## src/rtl/matmul_result_serializer.sv

```systemverilog
// matmul_result_serializer: captures a full M x N result matrix in one
// handshake and replays it row-major as a tagged element stream.
module matmul_result_serializer #(
    parameter int M = 2,
    parameter int N = 2,
    parameter int P = 8,
    localparam int W = 4 * P,
    localparam int RW = (M > 1) ? $clog2(M) : 1,
    localparam int CW = (N > 1) ? $clog2(N) : 1
) (
    input  logic                clk,
    input  logic                rst,
    input  logic signed [W-1:0] d_i [M][N],
    input  logic                d_valid_i,
    output logic                d_ready_o,
    output logic signed [W-1:0] out_data_o,
    output logic [RW-1:0]       out_row_o,
    output logic [CW-1:0]       out_col_o,
    output logic                out_last_o,
    output logic                out_valid_o,
    input  logic                out_ready_i,
    output logic                busy_o
);

    typedef enum logic {
        IDLE,
        STREAM
    } state_t;

    localparam logic [RW-1:0] ROW_LAST = RW'(M - 1);
    localparam logic [CW-1:0] COL_LAST = CW'(N - 1);
    localparam logic ONE_ELEM = (M == 1) && (N == 1);

    state_t state;

    logic [RW-1:0] row;
    logic [CW-1:0] col;

    logic signed [W-1:0] mat [M][N];

    logic          take;
    logic          step;
    logic          adv;
    logic          drain;
    logic          col_end;
    logic [RW-1:0] nrow;
    logic [CW-1:0] ncol;
    logic          nlast;

    // The slot frees on the final beat so the next matrix lands with no bubble;
    // this deliberately makes d_ready_o depend combinationally on out_ready_i.
    assign d_ready_o = (state == IDLE)
                    || (state == STREAM && out_last_o && out_ready_i);

    assign take  = d_valid_i && d_ready_o;
    assign step  = out_valid_o && out_ready_i;
    assign adv   = step && !out_last_o;
    assign drain = step && out_last_o && !d_valid_i;

    assign out_row_o = row;
    assign out_col_o = col;

    // Row-major successor of the current element index.
    always_comb begin
        col_end = (col == COL_LAST);
        ncol    = col_end ? '0 : col + CW'(1);
        nrow    = col_end ? row + RW'(1) : row;
        nlast   = (nrow == ROW_LAST) && (ncol == COL_LAST);
    end

    // Matrix holding register: written only when a new matrix is accepted.
    always_ff @(posedge clk) begin
        if (rst) begin
            for (int r = 0; r < M; r++) begin
                for (int c = 0; c < N; c++) begin
                    mat[r][c] <= '0;
                end
            end
        end else if (take) begin
            mat <= d_i;
        end
    end

    // Stream control: state, index counters and registered output fields.
    always_ff @(posedge clk) begin
        if (rst) begin
            state       <= IDLE;
            row         <= '0;
            col         <= '0;
            out_valid_o <= 1'b0;
            out_last_o  <= 1'b0;
            out_data_o  <= '0;
            busy_o      <= 1'b0;
        end else begin
            unique case (1'b1)
                take: begin
                    state       <= STREAM;
                    row         <= '0;
                    col         <= '0;
                    out_valid_o <= 1'b1;
                    busy_o      <= 1'b1;
                    out_data_o  <= d_i[0][0];
                    out_last_o  <= ONE_ELEM;
                end
                adv: begin
                    row        <= nrow;
                    col        <= ncol;
                    out_data_o <= mat[nrow][ncol];
                    out_last_o <= nlast;
                end
                drain: begin
                    state       <= IDLE;
                    row         <= '0;
                    col         <= '0;
                    out_valid_o <= 1'b0;
                    out_last_o  <= 1'b0;
                    busy_o      <= 1'b0;
                end
                default: begin
                end
            endcase
        end
    end

endmodule
```

## config.mk

```make
export PLATFORM = sky130hd
export DESIGN_NAME = matmul_result_serializer
export DESIGN_NICKNAME = d
export VERILOG_FILES = /design/src/rtl/matmul_result_serializer.sv
export SDC_FILE = /design/constraint.sdc
export NUM_CORES = 1
export LEC_CHECK = 0
export CAP_MARGIN = 20
export CORE_MARGIN = 2
export CORE_UTILIZATION = 55
export DETAILED_ROUTE_END_ITERATION = 8
export GPL_TIMING_DRIVEN = 0
export PLACE_DENSITY = 0.95
export SYNTH_ARGS = -nofsm -noshare
export SYNTH_HDL_FRONTEND = slang
export SYNTH_SLANG_ARGS = --single-unit
export TNS_END_PERCENT = 1
```

## constraint.sdc

```tcl
create_clock -name clk -period 3.7 [get_ports clk]
set_clock_uncertainty 0.05 [all_clocks]
set_input_delay 0.555 -clock clk [delete_from_list [all_inputs] [get_ports clk]]
set_output_delay 0.555 -clock clk [all_outputs]
set_load 0.01 [all_outputs]
```

### Yosys cells after proc, flatten, opt, wreduce, memory -nomap -nowiden

Cells that the tools add are included.

* register bits: 164
* input bits: 132
* output and inout port bits: 38
* word-level logic and storage cells: 44

* add/sub/neg operators: 2
* order comparisons: 2
* multiplexer cells: 13
* bitwise gates (word level): 3
* reductions and logical operators: 15

Operator list (number)
* 64-bit two-way mux: 3
* 32-bit two-way mux: 3
* 32-bit case mux with 2 select lines: 1
* 1-bit logical AND: 8
* 1-bit case mux with 2 select lines: 4
* 2-bit nonzero test: 3
* 2-bit >= comparator (second input constant): 2
* 1-bit inverter with 2-bit output: 2
* 1-bit adder (second input constant): 2
* 1-bit logical NOT: 2
* 1-bit two-way mux: 2
* 2-bit OR reduction: 1
* 1-bit logical OR: 1
* 1-bit inverter: 1

### Depth between registers and ports, before layout

* depth after elaboration: 10
* gate-level depth with buffers: 9
* gate-level depth less buffers: 5

### Worst setup path before layout

Ideal clock, no wire load.

* kind: flip-flop to flip-flop
* start: reg col, in the netlist out_col_o
* end: reg out_data_o[14]
* setup time: 117 ps
* arrival: 2003 ps
* data required time: 3533 ps
* setup slack: 1530 ps
* stages on the path, launching flop included: 9
* path buffers: 4
* period minus slack after synthesis: 2170 ps
* cell sequence: dfxtp_1 -> buf_6 -> buf_8 -> inv_1 -> ha_1 -> buf_2 -> clkbuf_1 -> mux4_2 -> a22o_1

* longest elaborated chain between the ends: 9
* elaborated cells between the ends (all ways): 12
* classes of those cells: 1 x add/sub; 9 x mux; 2 x bitwise

RTL lines
* from (decl): RTL line 37 `logic [CW-1:0] col;`
* from (signal assigned): RTL line 107 `col <= ncol;`
* 1-bit two-way mux: RTL line 67 `nrow = col_end ? row + RW'(1) : row;`
* 1-bit inverter with 2-bit output (implied by the code): RTL line 108 `out_data_o <= mat[nrow][ncol];`
* 64-bit two-way mux (implied by the code) (3 in a row): RTL line 108
* 32-bit two-way mux (implied by the code) * (3 in a row): RTL line 108
* 32-bit case mux with 2 select lines *: RTL line 95 `unique case (1'b1)`
* to (signal assigned): RTL line 102 `out_data_o <= d_i[0][0];`
* to (signal assigned): RTL line 108
* to (decl): RTL line 16 `output logic signed [W-1:0] out_data_o,`

Mark *: on every way between the ends. The rest lies on a longest branch, timed or not. The select of a mux whose other input is x is not followed.
A chain may end at the register's enable or synchronous reset.

### Worst setup path in the final report

* start: in out_ready_i
* end: out d_ready_o

* longest elaborated chain between the ends: 2

RTL lines
* from (decl): RTL line 21 `input logic out_ready_i,`
* 1-bit logical AND: RTL line 53 `|| (state == STREAM && out_last_o && out_ready_i);`
* 1-bit logical OR: RTL line 53
* to (decl): RTL line 15 `output logic d_ready_o,`

Every way passes these cells.

==> results.cfg <==
[clock_network]
cts_tree = yes
cts_sinks = 164
clock_latency_ns = 0.44
cts_root_buf = clkbuf_16
htree_levels = 4
hold_buffers = 0
cts_buffer_depth = 2
clkSlewWorstSetupHoldPaths_ns = 0.07
cts_setup_buffers = 0
cts_made_buffers = 17
cts_resized = 0

[timing]
hold_violations = 0
rsz0062_at_grt = no
period_share = 0.831
hold_slack_ns = 0.424
min_period_ns = 3.08
fin_setup_tns_ns = 0
maxSlewViolCount = 0
finalSetupViolCount = 0
slew_headroom = 0.459
max_freq_ghz = 0.325
tightestPinTransition_ns = 0.811

[worst_setup_path]
worstSetupPathType = input pin to output pin
slowest_delay_ns = 0.65
critPathRequiredTime_ns = 3.09
start_kind = input pin
cp_slowest_cell = clkdlybuf4s50_1
cp.arrival_ns = 2.47
end_kind = output pin
crit_family = buffers and inverters
worst-path-buf-inv = 4
cpMostUsedCell = clkdlybuf4s50_1
crit_chain = clkdlybuf4s50_1, a21boi_2, inv_1, clkbuf_1, clkdlybuf4s50_1
cp_max_fo = 10

[drt]
routed_wl_mm = 28.3
final_antenna_net_count = 0
viasPerCell = 6.70
drc_errors = 31
vias = 8558
wl_per_cell_um = 22.1
first_pass_iters = 9
dr.first_iter.drc_count = 1358

[power_and_ir_drop]
ir_drop_v = 0.000336
p_leak_nw = 3.72
p_per_area_nw_per_um2 = 459

[global_routing]
grt_use_met3 = 0.122
grt_overflow = 0
grt_pass1_vias = 8097
grt_use_met2 = 0.606
top_usage_layer = met2
track_usage = 0.382
grt_pass1_wl_mm = 42.8
grt_start_max_net_pins = 17
antenna_found_initial = 1
met1_usage = 0.456

[yosys]
yosys_warnings = 0
synth-seq-cells = 164
synth_edf_count = 0
ys.flop_type = dfxtp_1
async_flop_share = 0
synthCells = 897
synth_cell_type_count = 32
syn-cell-area_um2 = 7680
syn_nets = 1030
avgSynthCellArea_um2 = 8.56
synth.yosys.seq_area_share = 0.428

[placed_design]
numPortBuffers = 168
routabilityCongestion = 1.00
dp_hpwl_mm = 20.1
post-place-cells = 1245
dpl_cell_area_um2 = 9580

[die]
die_y_um = 122
start_util = 0.557
io_pins = 170
rows = 43
core_region_area_um2 = 13800
die_area_um2 = 14900
die-width_um = 122

[final_layout]
final-instance-count-excl-fill = 1278
syn_to_final_growth_pct = 33.3
final_common_cell = clkdlybuf4s50_1
drive_gt1_frac = 0.0893
mostFrequentLayoutCells = clkdlybuf4s50_1 (168), dfxtp_1 (164), a21oi_1 (147)
final_nets = 1217
fin_area_um2 = 10200
fillers = 914

[outcome]
run_status = complete, but fails checks
violations = design-rule violations

[flow_run]
drv_cap = 0

[worst_hold_path]
hold_path.class = register to register
[area by class of cell]
| cell class | instances | area (µm²) | share of cell area |
|---|---|---|---|
| Buffer | 104 | 495 | 0.0484 |
| Timing Repair Buffer | 168 | 1680 | 0.164 |
| Multi-Input combinational cell | 609 | 3820 | 0.374 |
| Inverter | 20 | 75.1 | 0.00733 |
| Sequential cell | 164 | 3280 | 0.321 |
| Antenna cell | 1 | 2.50 | 0.000244 |
| Tap cell | 180 | 225 | 0.0220 |
| Clock buffer | 19 | 443 | 0.0433 |
| Clock inverter | 13 | 205 | 0.0200 |
[power by group]
group	leakage, nW	switching (W)	total, W	internal, W
logic	2.07	0.000415	0.000777	0.000363
clock network	0.309	0.000759	0.00197	0.00121
registers	1.35	0.0000754	0.00195	0.00187
total	3.72	0.00125	0.00470	0.00345
[layer usage]
layer	vias to the layer above	wire, µm
met1	3922	9590
met2	799	12800
met3	196	4010
met4	0	1830
met5	-	0
li1	3641	-
[cell usage after synthesis, types with 17 or more instances]
cell,n,share of area
dfxtp_1,164,0.43
a21oi_1,147,0.096
o21ai_0,144,0.094
nand3_1,143,0.093
clkbuf_1,44,0.022
nor2_1,34,0.017
buf_2,32,0.021
mux4_2,21,0.062
buf_1,19,0.0093
inv_1,19,0.0093
nor2b_1,18,0.015
a22o_1,17,0.019
a31oi_1,17,0.014
nand2b_1,17,0.014
[final timing paths]
path	startpoint	end	slack, ns	cells past startpoint
worst max register to register	out_col_o$_SDFFE_PP0P_	out_data_o[25]$_SDFFE_PP0P_	0.92	8
worst min register to register	mat[11]$_SDFFE_PP0P_	mat[11]$_SDFFE_PP0P_	0.42	2
worst max-delay path	out_ready_i	d_ready_o	0.62	5
worst min-delay path	mat[11]$_SDFFE_PP0P_	mat[11]$_SDFFE_PP0P_	0.42	2
[worst reg2reg max path, cell delays in order, from the launching register on]
cell	delay, ns
dfxtp_1	0.37
buf_6	0.21
buf_8	0.19
inv_1	0.07
ha_1	0.26
buf_2	0.20
clkbuf_1	0.64
mux4_2	0.45
a22o_1	0.24
[per-stage QoR]
step,util,total power [W],worst slack [ns]
after floorplan,-,0.00235,1.53
after global placement,0.696,0.00269,0.765
after detailed placement,0.696,0.00272,0.731
after CTS,0.743,0.00465,0.686
after global routing,0.743,0.00480,0.584
final,0.743,0.00470,0.624
[state kept, by name, summed over array words and instances (netlist names)]
signal / flops
out_col_o: 1
state: 1
out_last_o: 1
out_row_o: 1
mat: 128
out_data_o: 32
[cells by family after synthesis]
kind of cell,count (synthesis),share of synthesized area
mux,33,0.101
simple gates,232,0.152
fa+ha+maj,1,0.00163
flops,164,0.428
compound gates,343,0.244
buf+inv,124,0.0743
Note: power is estimated with default switching activity, not from simulation.
